==> config.mk <==
export PLATFORM = sky130hd
export DESIGN_NAME = cpu_core
export DESIGN_NICKNAME = d
export VERILOG_FILES = /design/src/rtl/cpu_core.sv
export SDC_FILE = /design/constraint.sdc
export NUM_CORES = 1
export LEC_CHECK = 0
export BUFFER_PORTS_ARGS = -buffer_cell sky130_fd_sc_hd__buf_4
export CORE_ASPECT_RATIO = 1.75
export CORE_MARGIN = 2
export CORE_UTILIZATION = 40
export DETAILED_ROUTE_END_ITERATION = 10
export SYNTH_ARGS = -nofsm -noshare
export SYNTH_HDL_FRONTEND = slang
export SYNTH_SLANG_ARGS = --single-unit
==> constraint.sdc <==
create_clock -name clk -period 8.25 [get_ports clk]
set_input_delay 0 -clock clk [delete_from_list [all_inputs] [get_ports clk]]
set_output_delay 0 -clock clk [all_outputs]
set_load 0.01 [all_outputs]
==> src/rtl/cpu_core.sv <==
`default_nettype none
// ============================================================================
// cpu_core : multi-cycle 16-bit load/store CPU (FETCH -> EXEC -> LDWAIT)
// Revision : 1.0
// ============================================================================
module cpu_core #(
  parameter int INSTRUCTION_WIDTH = 16,
  parameter int IMEM_ADDR_WIDTH   = 10,
  parameter int DATA_WIDTH        = 16,
  parameter int DMEM_ADDR_WIDTH   = 10,
  parameter int ACCEL_ID_WIDTH    = 4
) (
  input  logic                         clk,
  input  logic                         rst,
  output logic [IMEM_ADDR_WIDTH-1:0]   instr_mem_addr,
  input  logic [INSTRUCTION_WIDTH-1:0] instr_mem_data_0,
  input  logic [INSTRUCTION_WIDTH-1:0] instr_mem_data_1,
  output logic [DMEM_ADDR_WIDTH-1:0]   data_mem_addr,
  input  logic [DATA_WIDTH-1:0]        data_mem_read_data,
  output logic                         data_mem_write_enable,
  output logic [DATA_WIDTH-1:0]        data_mem_write_data,
  output logic [ACCEL_ID_WIDTH-1:0]    accel_id,
  input  logic                         accel_can_read,
  input  logic                         accel_can_write,
  output logic                         accel_read_enable,
  input  logic [DATA_WIDTH-1:0]        accel_read_data,
  output logic                         accel_write_enable,
  output logic [DATA_WIDTH-1:0]        accel_write_data
);

  typedef enum logic [1:0] {
    S_FETCH  = 2'd0,
    S_EXEC   = 2'd1,
    S_LDWAIT = 2'd2
  } state_t;

  localparam logic [3:0] c_op_add   = 4'h0;
  localparam logic [3:0] c_op_sub   = 4'h1;
  localparam logic [3:0] c_op_and   = 4'h2;
  localparam logic [3:0] c_op_or    = 4'h3;
  localparam logic [3:0] c_op_xor   = 4'h4;
  localparam logic [3:0] c_op_shl   = 4'h5;
  localparam logic [3:0] c_op_shr   = 4'h6;
  localparam logic [3:0] c_op_mul   = 4'h7;
  localparam logic [3:0] c_op_li    = 4'h8;
  localparam logic [3:0] c_op_ld    = 4'h9;
  localparam logic [3:0] c_op_st    = 4'hA;
  localparam logic [3:0] c_op_beq   = 4'hB;
  localparam logic [3:0] c_op_bne   = 4'hC;
  localparam logic [3:0] c_op_jmp   = 4'hD;
  localparam logic [3:0] c_op_accrd = 4'hE;
  localparam logic [3:0] c_op_accwr = 4'hF;

  state_t                       r_state;
  logic [IMEM_ADDR_WIDTH-1:0]   r_pc;
  logic [15:0]                  r_executed;
  logic [3:0]                   r_ld_rd;
  logic [DATA_WIDTH-1:0]        r_regs [16];

  logic [3:0]                   w_op;
  logic [3:0]                   w_rd;
  logic [3:0]                   w_rs1;
  logic [3:0]                   w_rs2;
  logic [DATA_WIDTH-1:0]        w_rd_val;
  logic [DATA_WIDTH-1:0]        w_rs1_val;
  logic [DATA_WIDTH-1:0]        w_rs2_val;
  logic [DATA_WIDTH-1:0]        w_alu;
  logic [IMEM_ADDR_WIDTH-1:0]   w_pc_next;
  logic                         w_exec;
  logic                         w_stall;
  logic                         w_exec_done;
  logic [3:0]                   w_rd2;
  logic                         w_rd2_write_enable;
  logic [DATA_WIDTH-1:0]        w_rd2_write_data;

  assign w_op  = instr_mem_data_0[15:12];
  assign w_rd  = instr_mem_data_0[11:8];
  assign w_rs1 = instr_mem_data_0[7:4];
  assign w_rs2 = instr_mem_data_0[3:0];

  // r0 is never written, so the read side forces it to zero
  assign w_rd_val  = (w_rd  == 4'd0) ? '0 : r_regs[w_rd];
  assign w_rs1_val = (w_rs1 == 4'd0) ? '0 : r_regs[w_rs1];
  assign w_rs2_val = (w_rs2 == 4'd0) ? '0 : r_regs[w_rs2];

  always_comb begin
    w_alu = '0;
    case (w_op)
      c_op_add: w_alu = w_rs1_val + w_rs2_val;
      c_op_sub: w_alu = w_rs1_val - w_rs2_val;
      c_op_and: w_alu = w_rs1_val & w_rs2_val;
      c_op_or:  w_alu = w_rs1_val | w_rs2_val;
      c_op_xor: w_alu = w_rs1_val ^ w_rs2_val;
      c_op_shl: w_alu = w_rs1_val << w_rs2_val[3:0];
      c_op_shr: w_alu = w_rs1_val >> w_rs2_val[3:0];
      c_op_mul: w_alu = w_rs1_val * w_rs2_val;
      default:  w_alu = '0;
    endcase
  end

  assign w_exec      = (r_state == S_EXEC);
  assign w_stall     = w_exec && (((w_op == c_op_accrd) && !accel_can_read) ||
                                  ((w_op == c_op_accwr) && !accel_can_write));
  assign w_exec_done = w_exec && !w_stall && (w_op != c_op_ld);

  always_comb begin
    w_pc_next = r_pc + IMEM_ADDR_WIDTH'(1);
    case (w_op)
      c_op_li:  w_pc_next = r_pc + IMEM_ADDR_WIDTH'(2);
      c_op_beq: w_pc_next = (w_rs1_val == w_rs2_val) ?
                            instr_mem_data_1[IMEM_ADDR_WIDTH-1:0] : r_pc + IMEM_ADDR_WIDTH'(2);
      c_op_bne: w_pc_next = (w_rs1_val != w_rs2_val) ?
                            instr_mem_data_1[IMEM_ADDR_WIDTH-1:0] : r_pc + IMEM_ADDR_WIDTH'(2);
      c_op_jmp: w_pc_next = instr_mem_data_1[IMEM_ADDR_WIDTH-1:0];
      default:  w_pc_next = r_pc + IMEM_ADDR_WIDTH'(1);
    endcase
  end

  always_comb begin
    w_rd2              = w_rd;
    w_rd2_write_enable = 1'b0;
    w_rd2_write_data   = w_alu;
    if (r_state == S_LDWAIT) begin
      w_rd2              = r_ld_rd;
      w_rd2_write_enable = 1'b1;
      w_rd2_write_data   = data_mem_read_data;
    end else if (w_exec_done) begin
      if (!w_op[3]) begin
        w_rd2_write_enable = 1'b1;
      end else if (w_op == c_op_li) begin
        w_rd2_write_enable = 1'b1;
        w_rd2_write_data   = instr_mem_data_1;
      end else if (w_op == c_op_accrd) begin
        w_rd2_write_enable = 1'b1;
        w_rd2_write_data   = accel_read_data;
      end
    end
  end

  always_ff @(posedge clk) begin
    if (w_rd2_write_enable && (w_rd2 != 4'd0)) begin
      r_regs[w_rd2] <= w_rd2_write_data;
    end
  end

  // Memory and accelerator strobes are driven straight from EXEC decode so the
  // synchronous memories sample them at the edge that completes the cycle.
  assign instr_mem_addr        = r_pc;
  assign data_mem_addr         = (w_exec && ((w_op == c_op_ld) || (w_op == c_op_st))) ?
                                 w_rs1_val[DMEM_ADDR_WIDTH-1:0] : '0;
  assign data_mem_write_enable = w_exec && (w_op == c_op_st);
  assign data_mem_write_data   = data_mem_write_enable ? w_rd_val : '0;
  assign accel_id              = (w_exec && ((w_op == c_op_accrd) || (w_op == c_op_accwr))) ?
                                 ACCEL_ID_WIDTH'(w_rs1) : '0;
  assign accel_read_enable     = w_exec_done && (w_op == c_op_accrd);
  assign accel_write_enable    = w_exec_done && (w_op == c_op_accwr);
  assign accel_write_data      = accel_write_enable ? w_rd_val : '0;

  always_ff @(posedge clk or negedge rst) begin
    if (!rst) begin
      r_state    <= S_FETCH;
      r_pc       <= '0;
      r_executed <= '0;
      r_ld_rd    <= '0;
    end else begin
      case (r_state)
        S_FETCH: r_state <= S_EXEC;
        S_EXEC: begin
          if (w_op == c_op_ld) begin
            r_ld_rd <= w_rd;
            r_state <= S_LDWAIT;
          end else if (!w_stall) begin
            r_pc       <= w_pc_next;
            r_executed <= r_executed + 16'd1;
            r_state    <= S_FETCH;
          end
        end
        S_LDWAIT: begin
          r_pc       <= r_pc + IMEM_ADDR_WIDTH'(1);
          r_executed <= r_executed + 16'd1;
          r_state    <= S_FETCH;
        end
        default: r_state <= S_FETCH;
      endcase
    end
  end

endmodule
`default_nettype wire

* Yosys cells after proc, flatten, opt, wreduce, memory -nomap -nowiden
Memory sizes are Yosys's and may differ from the RTL's.
Cells that the tools add are included.
** Word-level totals
- Memories kept :: 1
- Bits of input ports :: 68
- RAM bits :: 256
- Bits in registers :: 16
** Memories
- r_regs :: words 16, bits a word 16, read ports 3, clocked after Yosys merged registers in 0, wr ports 1, line 58 : logic [DATA_WIDTH-1:0] r_regs [16];
** Operators by class
- Shift-type cells :: 2
- Muxes and demuxes :: 30
- Eq/ne operators :: 23
- Bitwise logic cells :: 3
- Reduce and logical (&&, ||, !) cells :: 26
- Multipliers :: 1
- $add $sub $neg :: 4
** Operators with widths (count)
- 16-bit two-way mux :: 10
- 16-bit one-hot mux with 8 select lines :: 1
- 10-bit two-way mux :: 5
- 10-bit one-hot mux with 4 select lines :: 1
- 4-bit equality test, second input constant :: 8
- 10-bit one-hot mux with 2 select lines :: 1
- 16-bit adder :: 1
- 16-bit AND :: 1
- 16-bit equality test :: 1
- 4-bit by 3-bit equality test with 1-bit output, second input constant :: 4
- 4-bit zero test :: 4
- 16-bit by 16-bit multiplier with 16-bit output :: 1
- 16-bit inequality test :: 1
- 16-bit OR :: 1
- 16-bit by 4-bit left shift with 16-bit output :: 1
- 16-bit by 4-bit >> shifter with 16-bit output :: 1
- 16-bit subtractor :: 1
- 16-bit XOR :: 1
- 1-bit logical AND :: 11
- 10-bit by 1-bit adder with 10-bit output, second input constant :: 1
- 10-bit by 2-bit adder with 10-bit output, second input constant :: 1
- 4-bit by 2-bit equality test with 1-bit output, second input constant :: 2
- 4-bit two-way mux :: 2
- 1-bit two-way mux :: 7
- other kinds (15) :: 21

* Depth between registers and ports, before layout
Gate-level depths: netlist of the first run.
- Depth in word-level cells :: 12
- Mapped depth :: 32

* Least setup slack after synthesis of the first run
Ideal clock, no wire load.
- Path type :: input-to-reg
- Start point :: in instr_mem_data_0[0]
- End point :: mem r_regs[0][15] (data pin)
- Path slack :: 0.624 ns
- Library setup time :: 0.303 ns
- Data required time :: 7.947 ns
- Stages :: 29
- Data arrival time :: 7.323 ns
- Cell sequence :: buf_4 -> buf_4 -> buf_4 -> nor3_1 -> nor2_1 -> a22oi_2 -> inv_1 -> clkbuf_1 -> clkbuf_1 -> buf_1 -> nand2_1 -> fa_1 -> fa_1 -> inv_1 -> fa_1 -> fa_1 -> inv_1 -> fa_1 -> fa_1 -> xnor2_1 -> xnor2_1 -> xnor2_1 -> xnor2_1 -> xnor2_1 -> xnor2_1 -> xnor3_1 -> xnor2_1 -> a221oi_1 -> a32oi_1
** On the way
- Cells in the longest elaborated chain, start to end :: 9
- Elaborated cells between the ends (all ways) :: 17
- Classes of those cells :: add/sub (2); mul (1); shift (2); mux (7); bitwise (3); reduce/logical (1); memory (1)
** Ends and longest elaborated chain
- start: declaration :: line 16 : input logic [INSTRUCTION_WIDTH-1:0] instr_mem_data_0,
- memory 16 x 16 bit or 4-bit zero test (tied branches)
- 16-bit two-way mux * :: line 84 : assign w_rs2_val = (w_rs2 == 4'd0) ? '0 : r_regs[w_rs2];
- 16-bit by 16-bit multiplier with 16-bit output (tied with other cells) :: line 96 : c_op_mul: w_alu = w_rs1_val * w_rs2_val;
- 16-bit one-hot mux with 8 select lines * :: line 88 : case (w_op)
- 16-bit two-way mux :: line 133 : end else if (w_op == c_op_accrd) begin
- 16-bit two-way mux :: line 130 : end else if (w_op == c_op_li) begin
- 16-bit two-way mux :: line 128 : if (!w_op[3]) begin
- 16-bit two-way mux * :: line 127 : end else if (w_exec_done) begin
- 16-bit two-way mux * :: line 123 : if (r_state == S_LDWAIT) begin
- named net w_rd2_write_data[15] :: line 74 : logic [DATA_WIDTH-1:0] w_rd2_write_data;
- end: declaration :: line 58
Mark *: on every way through the listed nets, which the timed path passes. The rest lies on a longest branch.

==> results of run 1 <==
==> kinds of logic after synthesis <==
family	count (synthesis)
compound gates	394
xor+xnor	54
fa+ha+maj	184
buf+inv	320
flops	272
mux	274
other cells	1
simple gates	495
==> final timing paths <==
check                                       startpoint                end  slack, ns  depth (start not counted)
max in group asynchronous                          rst  instr_mem_addr[8]       7.15                          3
worst max-delay path                     r_regs[15][1]     r_regs[11][15]       0.59                         25
worst min register to register              r_ld_rd[0]         r_ld_rd[0]       0.56                          2
worst max register to register           r_regs[15][1]     r_regs[11][15]       0.59                         25
min in group asynchronous                          rst         r_ld_rd[0]       0.60                          3
worst min-delay path            data_mem_read_data[13]      r_regs[5][13]       0.01                          3
==> registers in the layout (all words and copies together), names as in the netlist <==
register,flops
r_regs,256
instr_mem_addr,10
r_ld_rd,4
r_state,2
==> per-layer routing <==
| metal | GRT usage, % | share of wire (%) |
|---|---|---|
| met1 | 33.0 | 31 |
| met2 | 53.0 | 49 |
| met3 | 6.22 | 7.9 |
| met4 | 30.3 | 12 |
| met5 | 0 | 0.041 |
==> synthesized netlist by cell type (15+ instances only) <==
master    number  area [um^2]
dfrtp_1       16          400
mux2_2        33          372
fa_1          82         1640
edfxtp_1     256         7690
mux4_2       164         3690
a21oi_1       91          455
a211oi_1      15          113
ha_1         102         1280
mux2i_1       60          601
nor2b_1       21          131
o21ai_0       60          300
o22ai_1       21          131
clkbuf_1      73          274
mux4_1        17          447
o221ai_1      24          210
nand2_1      145          544
a221oi_1      20          175
a22oi_1       29          218
o211ai_1      16          120
inv_1        178          668
buf_2         21          105
nor3_1        27          135
nand3_1       16         80.1
nor2_1       210          788
xnor2_1       39          342
==> through the flow <==
step                      worst slack [ns]  hold slack (ns)  power [uW]  util [%]  instances
after floorplan                      0.624           -0.296        4570         -       2009
after global routing                 0.292           0.0212        8080      45.6       2920
after detailed placement             0.468           -0.119        6280      43.8       2853
after CTS                            0.651          0.00184        7510      45.6       2918
after global placement               0.587           -0.118        6170      43.8       2853
final                                0.588           0.0127        7680      45.6       2921
==> critical path, stage by stage, from the launching register on <==
cell and delay [ns]:
edfxtp_1 0.43, mux4_2 0.50, mux2_2 0.32, a22oi_2 0.24, buf_4 0.50, nor2_1 0.16, fa_1 0.58, inv_1 0.06
fa_1 0.46, fa_1 0.46, fa_1 0.49, inv_1 0.06, fa_1 0.54, inv_1 0.06, fa_1 0.49, inv_1 0.05
ha_1 0.33, and3_1 0.19, a21oi_1 0.12, o21ai_0 0.13, o41ai_1 0.29, buf_4 0.21, xnor2_1 0.10, a221oi_1 0.25
a32oi_1 0.15, buf_4 0.21
==> cell type report <==
cell class / instances / area [um^2]
diodes: 2 / 5.00
clock buffers: 30 / 687
clock inverters: 18 / 165
fillers: 5249 / 31000
inverters: 188 / 708
multi-input cells: 1417 / 13600
flip-flops and latches: 272 / 8090
well taps: 767 / 960
repair buffers: 227 / 1790
==> power breakdown <==
group | switching (uW) | total, uW | internal (uW)
clock | 556 | 1220 | 669
sequential | 102 | 1880 | 1780
combinational | 2780 | 4570 | 1790
total | 3440 | 7680 | 4240
==> what timing repair did <==
action                    CTS  global route
gates resized for setup     0             0
hold buffers               17             0
setup buffers               0             0
hold endpoints to repair   29             0
==> results.json, run 1 <==
{
  "status": "finished, violations left",
  "violations": "capacitance limit, slew limit",
  "slew_viol_final": 2,
  "routed_wl_mm": 93.6,
  "dr.pass1.iters": 6,
  "antenna_found_initial": 6,
  "numCtsBuffers": 26,
  "setup_tns_ns": 0,
  "async_flop_share_pct": 5.88,
  "power.leakage_uw": 0.0100,
  "synthAdderAreaFrac_pct": 12.7,
  "ir_drop_mv": 0.298,
  "grt_overflow": 0,
  "syn_avg_cell_area_um2": 11.5,
  "cp-end-kind": "flip-flop",
  "cts_tree": "built",
  "hpwl_mm": 68.6,
  "post_drt_via_cell_ratio": 6.39,
  "p_per_area_mw_per_mm2": 295,
  "finalSetupViolations": 0,
  "die_x_um": 185,
  "worstSetupPathType": "flip-flop to flip-flop",
  "grtUsageTotal_pct": 31.8,
  "nets": 2384,
  "slew_headroom_pct": -2.11,
  "postPlaceCellArea_mm2": 0.0250,
  "drc": 0,
  "maxCapViolations": 1,
  "cts_sinks": 272,
  "pin_count": 127,
  "synthMuxAreaShare_pct": 22.3,
  "layout_commonest_cell": "edfxtp_1",
  "routedWlPerCell_um": 32.0,
  "fin_worst_skew_ns": 0.0107,
  "worstPathArrival_ns": 7.97,
  "layout.cells.most_common_list": "edfxtp_1 (256), buf_4 (206), nor2_1 (195)",
  "min_path_type": "primary input to flip-flop",
  "synth_compound_area_share_pct": 11.9,
  "ys.flop_type": "edfxtp_1",
  "cts_buffer_depth": 3,
  "area_growth_pct": 13.4,
  "hold_viol": 0,
  "fin_area_mm2": 0.0260,
  "synth_top_family_by_area": "multiplexers",
  "grt_pass1_wl_mm": 133,
  "start_util_pct": 40.3,
  "rows": 116,
  "die_area_mm2": 0.0594,
  "core_mm2": 0.0570,
  "fp.dieH_um": 321,
  "htree_levels": 1,
  "rsz0062_at_grt": "false",
  "fmax_mhz": 131,
  "vias": 18656,
  "place.gp.congestion": 1.01,
  "drt_iter0_markers": 1779,
  "period_minus_slack_ns": 7.66,
  "ant_nets": 0,
  "worstPathRequired_ns": 8.56,
  "yosys_warnings": 0,
  "synthSimpleGateAreaFrac_pct": 9.46,
  "cp_max_fo": 46,
  "synth-edff-count": 256,
  "netlist_area_mm2": 0.0230,
  "clock-root-buffer": "clkbuf_16",
  "cp-start-kind": "flip-flop",
  "synth_cells": 1994,
  "synth.yosys.seq_area_share_pct": 35.2,
  "ys_ff_latch": 272,
  "post-route-period-util_pct": 92.9,
  "drive_gt1_share_pct": 23.0,
  "synth-xor-area-share_pct": 2.21,
  "clock_insertion_delay_worst_skew_ns": 0.57,
  "grt_pass1_vias": 19217,
  "synth.distinct_cells": 87,
  "worst_pin_slew_ns": 1.53,
  "grt_max_degree": 55,
  "path_clk_slew_ns": 0.07,
  "io_buffers": 126
}
No activity file was read; power rests on OpenSTA's default activity.
==> run 2, diff against run 1 <==
ABC_AREA = 1   (was not set)
TNS_END_PERCENT = 1   (was not set)
==> run 2 against run 1 <==
  * The run now ends clean
  * Design area increased by 7.4%
  * Flip-flop and latch count stayed put
  * Clock-buffer cell count did not move
  * Total power decreased by 12%
  * Via count is 39% higher
  * Sequential share of layout area down 2.1 points
  * Die area increased by 7.9%
  * Area after synthesis is 8.0% higher
  * Clock power is essentially flat
  * Sequential power down 4%
  * Highest routed layer is now met4
==> results.json, run 2 <==
{
  "status": "finished, final reports clean",
  "grtUsageTotal_pct": 34.1,
  "clock_insertion_delay_worst_skew_ns": 0.58,
  "ant_nets": 0,
  "start_util_pct": 40.5,
  "routed_wl_mm": 110,
  "rr_worst_depth": 31,
  "die_x_um": 192,
  "worst_pin_slew_ns": 1.24,
  "syn_avg_cell_area_um2": 7.14,
  "synth.distinct_cells": 53,
  "worstPathRequired_ns": 8.45,
  "ys.flop_type": "edfxtp_1",
  "rsz0062_at_grt": "false",
  "fillCellCount": 6299,
  "yosysMostFrequentCell": "nand2_1",
  "synth.yosys.seq_area_share_pct": 32.6,
  "postCtsHoldBufs": 14,
  "synth_top_cells_by_count": "nand2_1 (730), inv_1 (465), o21ai_0 (343), nor2_1 (321), nand3_1 (319)",
  "vias": 25887,
  "htree_levels": 1,
  "ys_ff_latch": 272,
  "ff_latch_area_mm2": 0.00809,
  "grt_pass1_wl_mm": 159,
  "die_area_mm2": 0.0641,
  "cts_sinks": 272,
  "holdPathStages": 4,
  "area_growth_pct": 12.7,
  "cp.depth": 31,
  "critPathBufInv": 7,
  "fp.dieH_um": 333,
  "cts_buffer_depth": 3,
  "cp_top_family": "adder cells",
  "power.leakage_uw": 0.0125,
  "drc": 0,
  "synth_top_cell_area_share_pct": 31.0,
  "pin_count": 127,
  "worstSetupPathType": "flip-flop to flip-flop",
  "hold_viol": 0,
  "clock-root-buffer": "clkbuf_16",
  "maxCapViolations": 0,
  "synth.area.top_cells": "edfxtp_1 (31%), nand2_1 (11%), inv_1 (7.0%)",
  "fmax_mhz": 130,
  "cp-start-kind": "flip-flop",
  "worstPathArrival_ns": 7.87,
  "top_usage_layer": "met2",
  "nets": 3830,
  "slew_headroom_pct": 17.5,
  "hpwl_mm": 80.4,
  "dr.pass1.iters": 6,
  "grt_pass1_vias": 24757,
  "grt_max_degree": 79,
  "antenna_found_initial": 0,
  "use_met1_pct": 36.8,
  "async_flop_share_pct": 5.88,
  "multi_input_area_mm2": 0.0141,
  "finalSetupViolations": 0,
  "cts_tree": "built",
  "post_drt_via_cell_ratio": 5.90,
  "min_path_type": "primary input to flip-flop",
  "place.gp.congestion": 1.07,
  "cp-end-kind": "flip-flop",
  "postCtsSetupBuffers": 0,
  "grt_overflow": 0,
  "yosys_warnings": 0,
  "layout_commonest_cell": "nand2_1",
  "rows": 120,
  "slew_viol_final": 0,
  "cp_max_fo": 16,
  "layout.cells.most_common_list": "nand2_1 (730), inv_1 (464), o21ai_0 (343)",
  "ir_drop_mv": 0.292,
  "yosysTopAreaCell": "edfxtp_1",
  "drive_gt1_share_pct": 9.98,
  "numCtsBuffers": 27,
  "netlist_area_mm2": 0.0248,
  "core_mm2": 0.0613,
  "post-route-period-util_pct": 93.0,
  "routedWlPerCell_um": 25.1,
  "synth-edff-count": 256,
  "slowest_stage": "a21oi_1",
  "setup_tns_ns": 0,
  "hold_ws_ns": 0.107,
  "cts-resized-gates": 0,
  "grtUsageMet3_pct": 4.52,
  "use_met2_pct": 58.4,
  "largest_reg_flops": 256,
  "synth_cells": 3474,
  "regMostFlops": "r_regs",
  "cp_common_cell": "inv_1",
  "fin_worst_skew_ns": 0.0160,
  "p_per_area_mw_per_mm2": 242,
  "drt_iter0_markers": 2531,
  "period_minus_slack_ns": 7.67,
  "cp_slowest_stage_delay_ns": 0.97,
  "io_buffers": 126,
  "path_clk_slew_ns": 0.07
}
run 2: cell count changes after synthesis, sizes merged, moves of 115 or more:
cell and delta:
nand2 +591, nor2 +115, inv +293, a21oi +224
o21ai +289, nand3 +303, mux4 -181
run 2: worst paths after layout:
path                                            start                 to  slack (ns)
worst max-delay path                    r_regs[13][3]      r_regs[7][12]        0.58
worst min-delay path            data_mem_read_data[1]      r_regs[13][1]        0.11
worst max register to register          r_regs[13][3]      r_regs[7][12]        0.58
worst min register to register             r_ld_rd[1]         r_ld_rd[1]        0.48
max in group asynchronous                         rst  instr_mem_addr[6]        7.12
min in group asynchronous                         rst         r_state[0]        0.61
run 2: per-stage QoR:
step	total power, uW	setup WS (ns)	util (%)	cells	cell area [um^2]
after floorplan	4210	1.59	-	3489	24900
after global placement	5490	0.452	44.1	4328	27000
after detailed placement	5500	0.447	44.1	4328	27000
after CTS	6730	0.697	45.6	4389	28000
after global routing	7250	0.193	45.6	4389	28000
final	6780	0.577	45.7	4390	28000
run 2: where the power goes:
group	switching (uW)	total, uW	internal (uW)
Combinational	2500	3750	1260
Clock	579	1210	635
Sequential	71.7	1810	1740
Total	3150	6780	3630
run 2: layout make-up:
class | count | area share, %
Clock buffer | 30 | 2.46
Clock inverter | 17 | 0.488
Tap cell | 793 | 3.55
Multi-Input combinational cell | 2526 | 50.4
Inverter | 481 | 6.46
Sequential cell | 272 | 28.9
Timing Repair Buffer | 270 | 7.77
Antenna cell | 1 | 0.00895
run 2: metal layers:
metal | vias to the layer above | share of wire, %
met4 | 0 | 10
met2 | 1476 | 49
met3 | 476 | 7.4
met1 | 12131 | 34
li1 | 11804 | -
met5 | - | 0
run 2: cell families (layout without fill, tap and decap cells):
kind of cell | Yosys count | after routing | share of synthesized area [%]
AO/OA/AOI/OAI | 874 | 874 | 19.8
XOR/XNOR | 20 | 20 | 0.706
adder cells (fa/ha/maj) | 184 | 184 | 11.8
buffers and inverters | 691 | 798 | 11.2
flip-flops | 272 | 272 | 32.6
multiplexers | 1 | 1 | 0.0404
other | 1 | 17 | 0.0151
AND/OR/NAND/NOR | 1431 | 1431 | 23.9
run 2: worst reg2reg max path, delay by kind of cell (launching register included):
kind            cells  cell delay, ns
buf+inv             7            0.67
compound gates     12            2.83
simple gates        5            0.41
fa+ha+maj           7            3.03
flops               1            0.36
